$ cat src/rtl/muldiv_seq_if.sv
//------------------------------------------------------------------------------
// muldiv_seq_if
// Handshake/data bundle between the EX stage and the sequential RV32M unit.
//
// Signals:
//   start_EX       EX -> unit   RV32M instruction present in EX
//   FUNCT3_EX[2:0] EX -> unit   operation select (MUL..REMU)
//   OP_A_EX[31:0]  EX -> unit   forwarded rs1 value
//   OP_B_EX[31:0]  EX -> unit   forwarded rs2 value
//   flush_EX       EX -> unit   abort the current operation
//   stall_EX       unit -> EX   freeze IF/ID/EX while busy
//   done_EX        unit -> EX   one-cycle result-valid pulse
//   MULDIV_OUT_EX  unit -> EX   result, qualified by done_EX
//
// Modports: master = pipeline side, slave = muldiv_seq.
//------------------------------------------------------------------------------
interface muldiv_seq_if;
    logic        start_EX;
    logic [2:0]  FUNCT3_EX;
    logic [31:0] OP_A_EX;
    logic [31:0] OP_B_EX;
    logic        flush_EX;
    logic        stall_EX;
    logic        done_EX;
    logic [31:0] MULDIV_OUT_EX;

    modport master (
        output start_EX, FUNCT3_EX, OP_A_EX, OP_B_EX, flush_EX,
        input  stall_EX, done_EX, MULDIV_OUT_EX
    );

    modport slave (
        input  start_EX, FUNCT3_EX, OP_A_EX, OP_B_EX, flush_EX,
        output stall_EX, done_EX, MULDIV_OUT_EX
    );
endinterface

$ cat src/rtl/muldiv_seq.sv
//------------------------------------------------------------------------------
// muldiv_seq
// Sequential RV32M multiply/divide unit for the EX stage. One bit per cycle:
// shift-add multiply on a 64-bit product, restoring divide on a 32-bit
// remainder/quotient pair. Operands are taken as magnitudes and the sign is
// applied to the final result.
//
// Timing: cycle 1 accepts (IDLE), cycles 2..33 compute (CALC), cycle 34
// presents the result (DONE, done_EX=1).
//
// Ports:
//   clk    rising-edge clock
//   reset  synchronous active-high reset
//   bus    muldiv_seq_if.slave (start/funct3/operands/flush in,
//          stall/done/result out)
//
// Configuration:
//   MULDIV_EARLY_OUT_EN  when defined, divide by zero and multiply by zero
//                        skip CALC and finish in 2 cycles.
//------------------------------------------------------------------------------
module muldiv_seq (
    input  logic        clk,
    input  logic        reset,
    muldiv_seq_if.slave bus
);

    typedef enum logic [1:0] {
        IDLE = 2'd0,
        CALC = 2'd1,
        DONE = 2'd2
    } state_t;

    state_t      state;
    state_t      state_next;

    // Latched operation context
    logic [2:0]  op_q;
    logic        neg_q;       // result must be negated
    logic [5:0]  cnt_q;
    // Multiply: 64-bit product / multiplier shift register.
    // Divide:   {remainder, quotient/dividend} shift register.
    logic [63:0] acc_q;
    logic [31:0] opb_q;       // multiplicand or divisor magnitude
    logic [31:0] out_q;

    // FSM strobes
    logic        accept;
    logic        early_hit;
    logic        step_en;
    logic        finish;
    logic        stall;
    logic        done;

    //--------------------------------------------------------------------------
    // Operand conditioning for a new operation
    //--------------------------------------------------------------------------
    logic        a_signed;
    logic        b_signed;
    logic        a_neg;
    logic        b_neg;
    logic [31:0] a_mag;
    logic [31:0] b_mag;
    logic        neg_in;

    always_comb begin
        // MUL low word is sign-agnostic; treating it as signed keeps one path.
        unique case (bus.FUNCT3_EX)
            3'b000, 3'b001, 3'b100, 3'b110: begin a_signed = 1'b1; b_signed = 1'b1; end
            3'b010:                         begin a_signed = 1'b1; b_signed = 1'b0; end
            default:                        begin a_signed = 1'b0; b_signed = 1'b0; end
        endcase
        a_neg = a_signed & bus.OP_A_EX[31];
        b_neg = b_signed & bus.OP_B_EX[31];
        a_mag = a_neg ? -bus.OP_A_EX : bus.OP_A_EX;
        b_mag = b_neg ? -bus.OP_B_EX : bus.OP_B_EX;
        if (!bus.FUNCT3_EX[2])
            neg_in = a_neg ^ b_neg;
        else if (bus.FUNCT3_EX[1])
            neg_in = a_neg;                                // remainder follows dividend
        else
            neg_in = (a_neg ^ b_neg) & (bus.OP_B_EX != '0); // x/0 stays all-ones
    end

    //--------------------------------------------------------------------------
    // Optional early-out for trivially known results
    //--------------------------------------------------------------------------
    logic [31:0] early_res;

`ifdef MULDIV_EARLY_OUT_EN
    always_comb begin
        if (bus.FUNCT3_EX[2]) begin
            early_hit = (bus.OP_B_EX == '0);
            early_res = bus.FUNCT3_EX[1] ? bus.OP_A_EX : 32'hFFFF_FFFF;
        end else begin
            early_hit = (bus.OP_A_EX == '0) || (bus.OP_B_EX == '0);
            early_res = '0;
        end
    end
`else
    assign early_hit = 1'b0;
    assign early_res = '0;
`endif

    //--------------------------------------------------------------------------
    // One iteration of the datapath and the final signed result
    //--------------------------------------------------------------------------
    logic [32:0] mul_sum;
    logic [32:0] div_diff;
    logic [63:0] step;
    logic [63:0] prod_signed;
    logic [31:0] div_raw;
    logic [31:0] final_res;

    always_comb begin
        // Shift-add: add multiplicand to the upper half when the multiplier
        // LSB is set, then shift the 65-bit {carry, product} right by one.
        mul_sum  = {1'b0, acc_q[63:32]} + (acc_q[0] ? {1'b0, opb_q} : 33'd0);
        // Restoring divide: trial-subtract divisor from {rem, next dividend bit}.
        // Bit 32 of the difference is the borrow (remainder < divisor).
        div_diff = {acc_q[63:32], acc_q[31]} - {1'b0, opb_q};

        if (!op_q[2])
            step = {mul_sum, acc_q[31:1]};
        else if (!div_diff[32])
            step = {div_diff[31:0], acc_q[30:0], 1'b1};
        else
            step = {acc_q[62:31], acc_q[30:0], 1'b0};

        prod_signed = neg_q ? -step : step;
        div_raw     = op_q[1] ? step[63:32] : step[31:0];

        if (!op_q[2])
            final_res = (op_q[1:0] == 2'b00) ? prod_signed[31:0] : prod_signed[63:32];
        else
            final_res = neg_q ? -div_raw : div_raw;
    end

    //--------------------------------------------------------------------------
    // FSM: state register
    //--------------------------------------------------------------------------
    // NOTE: sequential state uses non-blocking assignments so every register
    // samples pre-edge values; reset is synchronous, checked inside the edge.
    always_ff @(posedge clk) begin
        if (reset)
            state <= IDLE;
        else
            state <= state_next;
    end

    //--------------------------------------------------------------------------
    // FSM: next state and outputs
    //--------------------------------------------------------------------------
    // NOTE: every output of this block gets a default first, so no path can
    // leave a signal unassigned and infer a latch.
    always_comb begin
        state_next = state;
        accept     = 1'b0;
        step_en    = 1'b0;
        finish     = 1'b0;
        stall      = 1'b0;
        done       = 1'b0;

        unique case (state)
            IDLE: begin
                if (bus.start_EX && !bus.flush_EX && !reset) begin
                    accept     = 1'b1;
                    stall      = 1'b1;
                    state_next = early_hit ? DONE : CALC;
                end
            end
            CALC: begin
                stall = 1'b1;
                if (bus.flush_EX) begin
                    state_next = IDLE;
                end else begin
                    step_en = 1'b1;
                    if (cnt_q == 6'd31) begin
                        finish     = 1'b1;
                        state_next = DONE;
                    end
                end
            end
            DONE: begin
                done       = 1'b1;
                state_next = IDLE;
            end
            default: state_next = IDLE;
        endcase
    end

    //--------------------------------------------------------------------------
    // Datapath registers
    //--------------------------------------------------------------------------
    always_ff @(posedge clk) begin
        if (reset) begin
            op_q  <= '0;
            neg_q <= 1'b0;
            cnt_q <= '0;
            acc_q <= '0;
            opb_q <= '0;
            out_q <= '0;
        end else if (accept) begin
            op_q  <= bus.FUNCT3_EX;
            neg_q <= neg_in;
            cnt_q <= '0;
            if (bus.FUNCT3_EX[2]) begin
                acc_q <= {32'd0, a_mag};
                opb_q <= b_mag;
            end else begin
                acc_q <= {32'd0, b_mag};
                opb_q <= a_mag;
            end
            if (early_hit)
                out_q <= early_res;
        end else if (step_en) begin
            acc_q <= step;
            cnt_q <= cnt_q + 6'd1;
            if (finish)
                out_q <= final_res;
        end
    end

    assign bus.stall_EX      = stall;
    assign bus.done_EX       = done;
    assign bus.MULDIV_OUT_EX = out_q;

endmodule
$ cat src/flat_wrapper.sv
// flat-port wrapper written by rule: the top's interface ports become plain ports
module muldiv_seq_flat 
  (clk, reset, bus_start_EX, bus_FUNCT3_EX, bus_OP_A_EX, bus_OP_B_EX, bus_flush_EX, bus_stall_EX, bus_done_EX, bus_MULDIV_OUT_EX);
  muldiv_seq_if bus_i ();
  input  logic clk;
  input  logic reset;
  input wire logic [$bits(bus_i.start_EX)-1:0] bus_start_EX;
  input wire logic [$bits(bus_i.FUNCT3_EX)-1:0] bus_FUNCT3_EX;
  input wire logic [$bits(bus_i.OP_A_EX)-1:0] bus_OP_A_EX;
  input wire logic [$bits(bus_i.OP_B_EX)-1:0] bus_OP_B_EX;
  input wire logic [$bits(bus_i.flush_EX)-1:0] bus_flush_EX;
  output wire logic [$bits(bus_i.stall_EX)-1:0] bus_stall_EX;
  output wire logic [$bits(bus_i.done_EX)-1:0] bus_done_EX;
  output wire logic [$bits(bus_i.MULDIV_OUT_EX)-1:0] bus_MULDIV_OUT_EX;
  assign bus_i.start_EX = bus_start_EX;
  assign bus_i.FUNCT3_EX = bus_FUNCT3_EX;
  assign bus_i.OP_A_EX = bus_OP_A_EX;
  assign bus_i.OP_B_EX = bus_OP_B_EX;
  assign bus_i.flush_EX = bus_flush_EX;
  assign bus_stall_EX = bus_i.stall_EX;
  assign bus_done_EX = bus_i.done_EX;
  assign bus_MULDIV_OUT_EX = bus_i.MULDIV_OUT_EX;
  muldiv_seq u_core (.clk(clk), .reset(reset), .bus(bus_i));
endmodule
$ cat config.mk
export PLATFORM = sky130hd
export DESIGN_NAME = muldiv_seq_flat
export DESIGN_NICKNAME = d
export VERILOG_FILES = /design/src/rtl/muldiv_seq_if.sv /design/src/rtl/muldiv_seq.sv /design/src/flat_wrapper.sv
export SDC_FILE = /design/constraint.sdc
export NUM_CORES = 1
export LEC_CHECK = 0
export ABC_CLOCK_PERIOD_IN_PS = 16600
export BUFFER_PORTS_ARGS = -buffer_cell sky130_fd_sc_hd__buf_2
export CAP_MARGIN = 20
export CORE_UTILIZATION = 45
export DETAILED_ROUTE_END_ITERATION = 10
export HOLD_SLACK_MARGIN = 0.06
export SLEW_MARGIN = 0
export SYNTH_ARGS = -nofsm -noshare
export SYNTH_HDL_FRONTEND = slang
export SYNTH_SLANG_ARGS = --single-unit
$ cat constraint.sdc
create_clock -name clk -period 16.6 [get_ports clk]
set_clock_uncertainty 0.05 [all_clocks]
set_input_delay 1.66 -clock clk [delete_from_list [all_inputs] [get_ports clk]]
set_output_delay 1.66 -clock clk [all_outputs]
set_load 0.05 [all_outputs]
Yosys cells after proc, flatten, opt, wreduce, memory -nomap -nowiden:

Cells that the tools add are included.

* flip-flop bits (word level): 140
* output and inout port bits: 34
* input bits: 71
* word-level logic and storage cells: 73

* eq/ne operators: 9
* bitwise gates (word level): 5
* muxes and demuxes: 31
* reduce and logical (&&, ||, !) cells: 14
* add/subtract/negate cells: 7

Operator list (count)
* two-way mux 64 bit: 5
* two-way mux 32 bit: 9
* negation 32 bit: 3
* negation 64 bit: 1
* adder 32 x 33 -> 33 bit: 1
* subtractor 33 x 32 -> 33 bit: 1
* nonzero test 32 bit: 1
* two-way mux 1 bit: 12
* adder 6 x 1 -> 6 bit, second input constant: 1
* equality test 3 bit, second input constant: 2
* equality test 6 x 5 -> 1 bit, second input constant: 1
* two-way mux 2 bit: 3
* OR reduction 5 bit: 1
* zero test 2 bit: 2
* one-hot mux 2 bit (2 select lines): 1
* OR reduction 4 bit: 1
* AND 1 bit: 3
* equality test 3 x 1 -> 1 bit, second input constant: 1
* equality test 3 x 2 -> 1 bit, second input constant: 1
* zero test 3 bit: 1
* inequality test 3 x 2 -> 1 bit, second input constant: 1
* AND reduction 3 bit: 1
* equality test 2 x 1 -> 1 bit, second input constant: 1
* equality test 2 bit, second input constant: 1
* 9 further kinds: 11

Logic depth before layout (Yosys ltp):

Gate-level depths: netlist of run 1.

* word-level depth: 8
* mapped depth: 24
* gate-level depth less buffers: 23

Worst setup path before layout of run 1:

Ideal clock, no wire load.

* kind: register -> register
* start point: register u_core.acc_q[31]
* end point: register u_core.out_q[18], in the netlist u_core.bus.MULDIV_OUT_EX[18]
* buffers on the path: 3
* required time: 16436 ps
* cell stages (with the launch flop): 23
* path slack: 11255 ps
* data arrival time: 5180 ps
* clock period less this slack: 5345 ps
* setup time: 114 ps
* cells stage by stage: dfxtp_1 -> inv_1 -> ha_1 -> inv_1 -> fa_1 -> a211o_1 -> and3_4 -> o2111ai_4 -> a21boi_2 -> o211ai_4 -> buf_2 -> buf_1 -> mux2_2 -> nor2_1 -> ha_1 -> inv_1 -> or3_1 -> or4_1 -> buf_2 -> o21ai_1 -> xnor2_1 -> nor2_1 -> a2111oi_0

* cells in the longest elaborated chain, start to end: 7
* elaborated cells on any way between the ends: 10

Ends and longest elaborated chain
* start: declaration: RTL line muldiv_seq.sv:42 `logic [63:0] acc_q;`
* start signal: assignment: RTL line muldiv_seq.sv:207 `acc_q <= {32'd0, a_mag};`
* start signal: assignment: RTL line muldiv_seq.sv:210 `acc_q <= {32'd0, b_mag};`
* start signal: assignment: RTL line muldiv_seq.sv:216 `acc_q <= step;`
* subtractor 33 x 32 -> 33 bit: RTL line muldiv_seq.sv:120 `div_diff = {acc_q[63:32], acc_q[31]} - {1'b0, opb_q};`
* two-way mux 64 bit: RTL line muldiv_seq.sv:124 `else if (!div_diff[32])`
* two-way mux 64 bit *: RTL line muldiv_seq.sv:122 `if (!op_q[2])`
* negation 64 bit or two-way mux 32 bit (tied branches): RTL line muldiv_seq.sv:129, muldiv_seq.sv:130
* two-way mux 64 bit or negation 32 bit (tied branches): RTL line muldiv_seq.sv:129, muldiv_seq.sv:135
* two-way mux 32 bit, on equally long branches: RTL line muldiv_seq.sv:133, muldiv_seq.sv:135
* two-way mux 32 bit *: RTL line muldiv_seq.sv:132 `if (!op_q[2])`
* end signal: assignment: RTL line muldiv_seq.sv:214 `out_q <= early_res;`
* end signal: assignment: RTL line muldiv_seq.sv:219 `out_q <= final_res;`
* end: declaration: RTL line muldiv_seq.sv:44 `logic [31:0] out_q;`

Mark *: on every way between the ends. The rest lies on a longest branch, timed or not.
A chain may end at the register's enable or synchronous reset.

Worst setup path in the final report of run 1:

* start point: register u_core.acc_q[31]
* end point: register u_core.out_q[30], in the netlist u_core.bus.MULDIV_OUT_EX[30]

Same word-level chain as after synthesis.

==> results of run 1 <==
## flip-flops by register name, indices dropped and copies added (netlist names)
name and count:
u_core.cnt_q 6, u_core.neg_q 1, u_core.acc_q 64, u_core.opb_q 32, u_core.op_q 3, u_core.state 2
u_core.bus.MULDIV_OUT_EX 32
## Yosys cell counts, types with 10 or more instances
library cell / n / share of area, %
nand3_1: 66 / 2.0
buf_2: 23 / 0.69
o21ai_1: 20 / 0.60
xor2_1: 73 / 3.9
buf_1: 20 / 0.45
nand4_1: 24 / 0.91
ha_1: 69 / 5.2
o211ai_1: 99 / 4.5
o21ai_0: 131 / 4.0
dfxtp_1: 140 / 17
a31oi_1: 33 / 1.2
o31ai_1: 40 / 1.8
nor2_1: 216 / 4.9
or2_2: 10 / 0.38
a221oi_1: 16 / 0.85
nor4_1: 24 / 0.91
nor3_1: 83 / 2.5
mux2_2: 16 / 1.1
nand2_1: 298 / 6.7
or3_1: 21 / 0.79
a211oi_1: 46 / 2.1
nand2b_1: 14 / 0.53
a21oi_1: 246 / 7.4
xnor2_1: 94 / 5.0
inv_1: 74 / 1.7
clkbuf_1: 122 / 2.8
mux2i_1: 68 / 4.1
and2_1: 51 / 1.9
nor2b_1: 11 / 0.42
o21a_1: 16 / 0.72
or4_1: 11 / 0.50
a21o_1: 22 / 1.0
o21bai_1: 11 / 0.50
## metrics by stage
| stage | utilization, % | total power (µW) | area, µm² | std cells | setup slack [ns] |
|---|---|---|---|---|---|
| finish | 49.5 | 1190 | 17800 | 2860 | 9.61 |
| floorplan | - | 660 | 16600 | 2407 | 11.26 |
| global placement | 47.9 | 786 | 17200 | 2827 | 10.17 |
| global route | 49.5 | 1240 | 17800 | 2860 | 9.25 |
| CTS | 49.5 | 1180 | 17800 | 2859 | 9.88 |
| detailed placement | 47.9 | 788 | 17200 | 2827 | 9.93 |
## layer usage
| metal | wire [µm] | global-route usage (%) | vias to the layer above |
|---|---|---|---|
| li1 | - | - | 8800 |
| met1 | 29700 | 48.2 | 8845 |
| met2 | 30500 | 57.6 | 843 |
| met3 | 5560 | 5.27 | 112 |
| met4 | 2970 | 16.2 | 0 |
| met5 | 0 | 0 | - |
## worst register-to-register path, cell delays in order, from the launching register on
cell and delay, ns:
dfxtp_1 0.34, inv_1 0.15, ha_1 0.21, inv_1 0.06, fa_1 0.42, a211o_1 0.37, and3_4 0.24, o2111ai_4 0.31
a21boi_2 0.19, o2111ai_1 0.66, o21ai_0 0.51, inv_1 0.19, ha_1 0.23, o211ai_1 0.23, nor4_1 0.50, nand2b_1 0.21
nor2_1 0.15, o31a_1 0.30, nand3_1 0.27, or3_1 0.55, or3_1 0.39, o311ai_1 0.24, a31oi_1 0.06
## final cells by class
class | instances | area [µm²] | share of cell area [%]
multi-input combinational | 2019 | 12800 | 72.0
sequential | 140 | 2810 | 15.8
timing repair buffer | 132 | 731 | 4.11
tap | 461 | 577 | 3.24
clock buffer | 19 | 443 | 2.49
inverter | 76 | 285 | 1.60
clock inverter | 13 | 133 | 0.746
## logic make-up (layout without fill, tap and decap cells)
group,Yosys count,in the layout,synth area share (%)
flip-flops,140,140,16.9
buffers and inverters,248,240,5.98
AND/OR/NAND/NOR,875,875,24.8
adder cells (fa/ha/maj),71,71,5.45
AO/OA/AOI/OAI,822,822,32.9
XOR/XNOR,167,167,8.82
multiplexers,84,84,5.19
## worst paths after layout
| kind | cells after the start | start | end |
|---|---|---|---|
| worst min-delay path | 2 | u_core.bus.MULDIV_OUT_EX[14]$_SDFFE_PP0P_ | u_core.bus.MULDIV_OUT_EX[14]$_SDFFE_PP0P_ |
| worst max-delay path | 22 | u_core.acc_q[31]$_SDFFE_PP0P_ | u_core.bus.MULDIV_OUT_EX[30]$_SDFFE_PP0P_ |
| worst min register to register | 2 | u_core.bus.MULDIV_OUT_EX[14]$_SDFFE_PP0P_ | u_core.bus.MULDIV_OUT_EX[14]$_SDFFE_PP0P_ |
| worst max register to register | 22 | u_core.acc_q[31]$_SDFFE_PP0P_ | u_core.bus.MULDIV_OUT_EX[30]$_SDFFE_PP0P_ |
## report_power, final
| part | total [µW] | leakage [µW] | switching [µW] | internal, µW |
|---|---|---|---|---|
| combinational | 433 | 0.00525 | 289 | 145 |
| clock | 399 | 0.000281 | 185 | 214 |
| sequential | 360 | 0.00113 | 16.1 | 344 |
## layout by cell type (no fill, tap or decap), types with 8 or more instances in the layout
master,n
a31oi_1,33
o21a_1,16
nand2_1,298
nand4_1,24
nor4_1,23
o21ai_0,131
nand2b_1,14
o21ai_1,20
a21oi_1,246
dfxtp_1,137
xnor2_1,94
a21o_1,22
nor3b_1,8
a22oi_1,8
nor3_1,82
o21bai_1,11
clkbuf_16,17
inv_1,74
mux2_2,16
buf_2,103
ha_1,69
xor2_1,73
o41ai_1,8
nor2b_1,11
mux2i_1,68
or4_1,11
o211ai_1,99
nand3_1,66
a221oi_1,16
a21boi_0,9
nor2_1,215
a211oi_1,46
buf_4,28
or2_2,11
o31ai_1,40
and2_1,51
or3_1,20
and3_1,9
==> results.py, run 1 <==
metrics = {
    "worst_hold_path": {
        "hold_path.class": "reg2reg",
    },
    "final_layout": {
        "nNetsFinal": 2528,
        "area_growth_pct": 7.28,
        "drive_above_1_share_pct": 10.0,
        "fillers": 3719,
        "diodes": 0,
    },
    "timing": {
        "rsz0062_at_grt": "no",
        "hold_slack_ns": 0.387,
        "slew_viol_final": 0,
        "setup_violations": 0,
        "worstMarginPinSlew_ns": 1.14,
        "period_needed_ns": 6.99,
        "hold_viol": 0,
        "max_slew_margin_pct": 23.5,
        "period_share_pct": 42.1,
        "setup_tns_ns": 0,
        "max_freq_ghz": 0.143,
    },
    "synth": {
        "ys_seq_elements": 140,
        "syn-mean-instance-area_um2": 6.89,
        "synth_cells": 2407,
        "syn-num-nets": 2549,
        "ys_types": 105,
        "ys_seq_area_share_pct": 16.9,
        "yosysWarnings": 0,
        "synth_edf_count": 0,
        "synthArstFlopShare_pct": 0,
        "synthFlopType": "dfxtp_1",
        "synth_area_mm2": 0.0166,
    },
    "power": {
        "power_leakage_uw": 0.00667,
        "peakVddDrop_v": 0.0000719,
        "power_density_mw_per_mm2": 67.0,
    },
    "critical_path": {
        "path_class": "reg2reg",
        "worstPathArrival_ns": 7.25,
        "critPathRequiredTime_ns": 16.86,
        "start_kind": "register",
        "worst_path_max_delay_cell": "o2111ai_1",
        "reg2reg_slack_ns": 9.61,
        "path_cells": "inv_1 > ha_1 > inv_1 > fa_1 > a211o_1 > and3_4 > o2111ai_4 > a21boi_2 > o2111ai_1 > o21ai_0 > inv_1 > ha_1 > o211ai_1 > nor4_1 > nand2b_1 > nor2_1 > o31a_1 > nand3_1 > or3_1 > or3_1 > o311ai_1 > a31oi_1",
        "crit_top_cell": "inv_1",
        "cp_slowest_stage_delay_ns": 0.66,
        "end_kind": "register",
        "path_buf_inv": 3,
        "critPathMaxFanout": 7,
        "cp_top_family": "compound AO/OA/AOI/OAI gates",
    },
    "routing": {
        "ant_nets": 0,
        "wirelength_um": 68800,
        "vias": 18600,
        "drc": 0,
        "drt_iter0_markers": 1969,
        "vias_per_cell": 6.50,
        "routedWlPerCell_um": 24.0,
        "dr.pass1.iters": 5,
    },
    "floorplan": {
        "die-width_um": 194,
        "die_y_um": 194,
        "initial_core_util_pct": 46.2,
        "core_area_mm2": 0.0359,
        "row_count": 69,
        "ios": 105,
        "die-area_mm2": 0.0376,
    },
    "placed_design": {
        "dpl.hpwl_um": 52900,
        "io_buffers": 104,
        "place_congestion": 0.980,
    },
    "grt": {
        "grt_antenna_before_repair": 0,
        "first_global_vias": 17155,
        "overflow": 0,
        "grt_max_degree": 89,
        "grtUsageTotal_pct": 36.1,
        "grt_first_pass_wirelength_um": 105000,
    },
    "clock_tree": {
        "cts-root-buf": "clkbuf_16",
        "ctsResizeCount": 0,
        "postCtsHoldBufs": 0,
        "cts_sinks": 140,
        "cts_buffers": 17,
        "cts_tree": "done",
        "cts_setup_buffers": 0,
        "htree_levels": 4,
        "clockBufferDepth": 2,
        "clk_pin_slew_ns": 0.07,
        "clk_latency_ns": 0.47,
    },
    "job": {
        "drv_cap": 0,
    },
    "run_status": {
        "status": "completed",
    },
}
Note: power is estimated with default switching activity, not from simulation.
==> run 2: changes to the inputs <==
--- a/config.mk
+++ b/config.mk
@@ -5,7 +5,7 @@
 export SDC_FILE = /design/constraint.sdc
 export NUM_CORES = 1
 export LEC_CHECK = 0
-export ABC_CLOCK_PERIOD_IN_PS = 16600
+export ABC_CLOCK_PERIOD_IN_PS = 6700
 export BUFFER_PORTS_ARGS = -buffer_cell sky130_fd_sc_hd__buf_2
 export CAP_MARGIN = 20
 export CORE_UTILIZATION = 45
==> constraint.sdc (replaced) <==
create_clock -name clk -period 6.7 [get_ports clk]
set_clock_uncertainty 0.05 [all_clocks]
set_input_delay 0.67 -clock clk [delete_from_list [all_inputs] [get_ports clk]]
set_output_delay 0.67 -clock clk [all_outputs]
set_load 0.05 [all_outputs]
==> run 2 against run 1 <==
Clock-buffer cell count down 2. Maximum frequency up 11%. Register-to-register slack worse by 9.2 ns. Critical path type unchanged. Worst setup slack worse by 9.2 ns. Critical path depth up 1. Worst hold slack worse by 0.0026 ns. Non-clock buffer count up 24. First-iteration DRC count down 2.1%.
==> results.py, run 2 (synthesis gave the netlist of run 1 again) <==
metrics = {
    "final_layout": {
        "mostFrequentLayoutCells": "298 x nand2_1, 246 x a21oi_1, 215 x nor2_1",
        "nNetsFinal": 2552,
        "fin_cells": 2885,
        "largest_register_ffs": 64,
        "final_common_cell": "nand2_1",
        "drive_above_1_share_pct": 11.0,
        "area_growth_pct": 8.46,
        "largest-register": "u_core.acc_q",
    },
    "timing": {
        "setup_violations": 0,
        "max_freq_ghz": 0.159,
        "period_needed_ns": 6.29,
        "setup_tns_ns": 0,
        "hold_viol": 0,
        "slew_viol_final": 0,
        "max_slew_margin_pct": 28.4,
        "rsz0062_at_grt": "no",
        "hold_slack_ns": 0.384,
        "period_share_pct": 93.9,
        "worstMarginPinSlew_ns": 1.06,
    },
    "clock_tree": {
        "clk_latency_ns": 0.47,
        "cts_buffers": 17,
        "clk_pin_slew_ns": 0.07,
        "htree_levels": 4,
        "clockBufferDepth": 2,
        "postCtsHoldBufs": 0,
        "cts_setup_buffers": 0,
        "cts_tree": "done",
        "cts_sinks": 140,
        "cts-root-buf": "clkbuf_16",
    },
    "routing": {
        "routedWlPerCell_um": 24.0,
        "met1Wirelength_um": 28900,
        "wirelength_um": 69300,
        "vias_per_cell": 6.56,
        "drt_iter0_markers": 1928,
        "dr.pass1.iters": 9,
        "routed-wl-met3_um": 6290,
        "ant_nets": 0,
        "vias": 18916,
        "drc": 0,
        "top_layer": "met5",
        "wl_met2_um": 30400,
    },
    "worst_hold_path": {
        "hold_path.class": "reg2reg",
    },
    "power": {
        "p_sw_uw": 1240,
        "power_density_mw_per_mm2": 166,
        "p_comb_share_pct": 36.9,
        "peakVddDrop_v": 0.000207,
        "p_sw_share_pct": 41.4,
        "finalPower_uw": 2990,
        "pwr-share-clk_pct": 33.2,
        "p_seq_share_pct": 29.9,
        "intPower_uw": 1750,
        "power_leakage_uw": 0.00679,
    },
    "placed_design": {
        "io_buffers": 104,
        "place_inst": 2852,
        "dpl.hpwl_um": 53600,
        "place_congestion": 1.04,
    },
    "grt": {
        "overflow": 0,
        "grt_antenna_before_repair": 2,
        "first_global_vias": 17436,
        "grt_first_pass_wirelength_um": 105000,
        "grt_max_degree": 89,
        "grtUsageTotal_pct": 36.2,
    },
    "floorplan": {
        "row_count": 69,
        "ios": 105,
        "core_area_mm2": 0.0359,
        "die_y_um": 194,
        "die-area_mm2": 0.0376,
        "initial_core_util_pct": 46.2,
        "die-width_um": 194,
    },
    "critical_path": {
        "path_class": "reg2reg",
        "worstPathArrival_ns": 6.63,
        "critPathMaxFanout": 7,
        "start_kind": "register",
        "end_kind": "register",
        "critPathRequiredTime_ns": 7.04,
    },
    "job": {
        "drv_cap": 0,
    },
    "run_status": {
        "status": "completed",
    },
}
run 2: power groups by stage:
stage	Clock [µW]	Sequential, µW	Combinational (µW)
4_1_cts	1000	891	1070
3_5_place_dp	0	910	1070
6_report	993	894	1100
3_3_place_gp	0	909	1060
2_1_floorplan	0	886	750
5_1_grt	1040	895	1180
run 2: cell type report:
| type | instances | area, µm² |
|---|---|---|
| clock inverter | 15 | 154 |
| timing repair buffer | 156 | 913 |
| fill | 3734 | 17900 |
| tap | 461 | 577 |
| clock buffer | 17 | 425 |
| inverter | 76 | 285 |
| antenna | 1 | 2.50 |
| multi-input combinational | 2019 | 12800 |
| sequential | 140 | 2810 |
run 2: critical path: stages (launching register included):
cell and delay [ns]:
dfxtp_1 0.34, inv_1 0.15, ha_1 0.21, inv_1 0.06
fa_1 0.42, a211o_1 0.36, and3_4 0.24, o2111ai_4 0.30
a21boi_2 0.20, o2111ai_2 0.47, o21ai_0 0.33, inv_1 0.17
ha_1 0.24, o211ai_1 0.21, nor4_1 0.52, nand2b_1 0.21
nor2_1 0.15, o31a_1 0.17, nand3_1 0.11, or3_1 0.49
or3_1 0.39, nand4_1 0.10, o311ai_1 0.11, a31oi_1 0.19
run 2: final timing paths:
path | startpoint | to | slack, ns | cells past startpoint
min reg2reg | u_core.bus.MULDIV_OUT_EX[14]$_SDFFE_PP0P_ | u_core.bus.MULDIV_OUT_EX[14]$_SDFFE_PP0P_ | 0.38 | 2
max | u_core.acc_q[31]$_SDFFE_PP0P_ | u_core.bus.MULDIV_OUT_EX[30]$_SDFFE_PP0P_ | 0.41 | 23
min | u_core.bus.MULDIV_OUT_EX[14]$_SDFFE_PP0P_ | u_core.bus.MULDIV_OUT_EX[14]$_SDFFE_PP0P_ | 0.38 | 2
max reg2reg | u_core.acc_q[31]$_SDFFE_PP0P_ | u_core.bus.MULDIV_OUT_EX[30]$_SDFFE_PP0P_ | 0.41 | 23
run 2: per-stage QoR:
step	setup slack, ns	instance area, µm²	util (%)
floorplan	1.36	16600	-
detailed placement	0.360	17400	48.4
finish	0.409	18000	50.1
global placement	0.655	17400	48.4
global route	0.0501	18000	50.1
CTS	0.305	18000	50.0
run 2: metal layers:
layer / vias to the layer above / track usage, %
met5: - / 0
met4: 2 / 18.8
met3: 177 / 7.08
met2: 943 / 57.2
met1: 8938 / 46.8
li1: 8856 / -
run 2: repair_timing:
action / 4_1_cts / 5_1_grt
resized for setup: 0 / 1
setup endpoints to repair: 0 / 7
hold endpoints to repair: 0 / 0
==> run 3: changes to the inputs <==
--- a/config.mk
+++ b/config.mk
@@ -5,6 +5,7 @@
 export SDC_FILE = /design/constraint.sdc
 export NUM_CORES = 1
 export LEC_CHECK = 0
+export ABC_AREA = 1
 export ABC_CLOCK_PERIOD_IN_PS = 6700
 export BUFFER_PORTS_ARGS = -buffer_cell sky130_fd_sc_hd__buf_2
 export CAP_MARGIN = 20
==> run 3 against run 2 <==
Clock-buffer cell count is 1 higher. Critical path depth is 9 higher. Die area is 7.5% higher. Via count is 19% higher. Worst setup slack better by 0.75 ns. Worst hold slack better by 0.027 ns. Synthesized cell count is 37% higher. Maximum frequency is 14% higher. Critical path type unchanged. Critical endpoint is now u_core.bus.MULDIV_OUT_EX[20]$_SDFFE_PP0P_. Largest cell class unchanged. Highest routed layer unchanged.
==> results.py, run 3 <==
metrics = {
    "run_status": {
        "status": "completed",
    },
    "power": {
        "power_density_mw_per_mm2": 172,
        "peakVddDrop_v": 0.000231,
        "power_leakage_uw": 0.0102,
    },
    "routing": {
        "vias_per_cell": 5.82,
        "dr.pass1.iters": 6,
        "drt_iter0_markers": 2637,
        "vias": 22520,
        "drc": 0,
        "routedWlPerCell_um": 22.1,
        "wirelength_um": 85600,
        "ant_nets": 0,
    },
    "grt": {
        "use_met2_pct": 63.2,
        "grt_antenna_before_repair": 5,
        "top_usage_layer": "met2",
        "grt_first_pass_wirelength_um": 127000,
        "grtUsageTotal_pct": 41.9,
        "use_met1_pct": 55.2,
        "grt_use_met3_pct": 9.14,
        "grt_max_degree": 76,
        "first_global_vias": 20788,
        "overflow": 0,
    },
    "synth": {
        "ys_seq_elements": 140,
        "synth_most_common_cell": "nand2_1",
        "synth.area.top_cells": "nand2_1 23%, dfxtp_1 16%, inv_1 9.7%",
        "synthArstFlopShare_pct": 0,
        "synth_area_mm2": 0.0178,
        "ys_types": 66,
        "synthFlopType": "dfxtp_1",
        "synth_cells": 3294,
        "yosysWarnings": 0,
        "synthTopCellsByCount": "1088 x nand2_1, 460 x inv_1, 321 x nor2_1",
        "synth_edf_count": 0,
        "synth_top_area_share_pct": 22.9,
        "syn-mean-instance-area_um2": 5.42,
        "ys_seq_area_share_pct": 15.7,
        "syn-num-nets": 3436,
        "yosys.area.top_type": "nand2_1",
    },
    "clock_tree": {
        "clockBufferDepth": 2,
        "postCtsHoldBufs": 0,
        "cts_tree": "done",
        "cts_buffers": 17,
        "cts_setup_buffers": 0,
        "ctsResizeCount": 0,
        "clk_pin_slew_ns": 0.07,
        "clk_latency_ns": 0.48,
        "htree_levels": 4,
        "cts-root-buf": "clkbuf_16",
        "cts_sinks": 140,
    },
    "critical_path": {
        "cp_slowest_stage_delay_ns": 0.55,
        "worst_path_max_delay_cell": "dfxtp_1",
        "reg2reg_depth": 32,
        "end_kind": "register",
        "critPathRequiredTime_ns": 7.08,
        "start_kind": "register",
        "crit_top_cell": "nand2_1",
        "path_class": "reg2reg",
        "critPathMaxFanout": 34,
        "worstPathArrival_ns": 5.91,
    },
    "timing": {
        "period_needed_ns": 5.54,
        "setup_tns_ns": 0,
        "hold_slack_ns": 0.411,
        "hold_viol": 0,
        "setup_violations": 0,
        "worstMarginPinSlew_ns": 1.15,
        "period_share_pct": 82.6,
        "slew_viol_final": 0,
        "max_slew_margin_pct": 22.8,
        "max_freq_ghz": 0.181,
        "rsz0062_at_grt": "no",
    },
    "final_layout": {
        "largest-register": "u_core.acc_q",
        "nNetsFinal": 3476,
        "fillers": 4353,
        "area_growth_pct": 8.55,
        "drive_above_1_share_pct": 8.66,
        "largest_register_ffs": 64,
        "final_common_cell": "nand2_1",
        "mostFrequentLayoutCells": "1088 x nand2_1, 459 x inv_1, 316 x nor2_1",
    },
    "worst_hold_path": {
        "whs_path_depth": 2,
        "hold_path.class": "reg2reg",
    },
    "floorplan": {
        "die-area_mm2": 0.0405,
        "row_count": 72,
        "die-width_um": 201,
        "ios": 105,
        "initial_core_util_pct": 45.8,
        "die_y_um": 201,
        "core_area_mm2": 0.0389,
    },
    "placed_design": {
        "io_buffers": 104,
        "place_congestion": 1.13,
        "dpl.hpwl_um": 68400,
    },
    "job": {
        "drv_cap": 0,
    },
}
-- run 3: changes by cell type after synthesis, sizes merged, moves of 73 or more --
cell	previous run	this run
inv	75	474
nand3	66	297
nand2	298	1120
o211ai	100	27
nor2	217	340
xnor2	94	18
-- run 3: final timing paths --
path	end	startpoint	slack, ns
setup reg to reg	u_core.bus.MULDIV_OUT_EX[20]$_SDFFE_PP0P_	u_core.opb_q[21]$_SDFFE_PP0P_	1.16
setup / recovery	u_core.bus.MULDIV_OUT_EX[20]$_SDFFE_PP0P_	u_core.opb_q[21]$_SDFFE_PP0P_	1.16
hold / removal	u_core.bus.MULDIV_OUT_EX[21]$_SDFFE_PP0P_	u_core.bus.MULDIV_OUT_EX[21]$_SDFFE_PP0P_	0.41
hold reg to reg	u_core.bus.MULDIV_OUT_EX[21]$_SDFFE_PP0P_	u_core.bus.MULDIV_OUT_EX[21]$_SDFFE_PP0P_	0.41
-- run 3: per-stage QoR --
| stage | util (%) | area [µm²] | setup WS, ns | power, µW | instances |
|---|---|---|---|---|---|
| 2_1_floorplan | - | 17800 | 2.57 | 1820 | 3294 |
| 3_3_place_gp | 48.2 | 18800 | 1.54 | 2270 | 3831 |
| 3_5_place_dp | 48.2 | 18800 | 1.41 | 2270 | 3832 |
| 4_1_cts | 49.7 | 19400 | 1.37 | 3280 | 3864 |
| 5_1_grt | 49.8 | 19400 | 0.754 | 3480 | 3865 |
| 6_report | 49.8 | 19400 | 1.16 | 3340 | 3867 |
-- run 3: area by class of cell --
class                      count  area [µm²]  share of cell area, %
antenna                        2        5.00                 0.0258
clock inverter                14         160                  0.827
inverter                     479        1800                   9.28
sequential                   140        2810                   14.5
multi-input combinational   2561       12800                   65.9
timing repair buffer         135         748                   3.86
tap                          518         648                   3.35
clock buffer                  18         429                   2.22
-- run 3: metal layers --
layer | routed length [µm] | vias up | part of all wire, %
met5 | 46 | - | 0.054
met1 | 35200 | 10247 | 41
met3 | 9800 | 226 | 11
li1 | - | 10627 | -
met4 | 4710 | 6 | 5.5
met2 | 35900 | 1414 | 42
-- run 3: cell families (layout without fill, tap and decap cells) --
group                    after synthesis  after routing  synth area share [%]
AND/OR/NAND/NOR                     1884           1884                  45.0
buffers and inverters                593            646                  12.9
AO/OA/AOI/OAI                        503            503                  16.3
flip-flops                           140            140                  15.7
XOR/XNOR                             103            103                  5.06
adder cells (fa/ha/maj)               71             71                  5.06
other                                  0              2                     0
-- run 3: power by group --
part | internal (µW) | switching [µW] | total, µW
combinational | 383 | 1050 | 1430
sequential | 857 | 33.2 | 891
clock | 557 | 457 | 1010
-- run 3: critical path, delay by kind of cell, from the launching register on --
| kind | cells | cell delay, ns |
|---|---|---|
| AO/OA/AOI/OAI | 3 | 0.62 |
| adder cells (fa/ha/maj) | 2 | 0.58 |
| buffers and inverters | 3 | 0.27 |
| flip-flops | 1 | 0.55 |
| AND/OR/NAND/NOR | 24 | 3.36 |
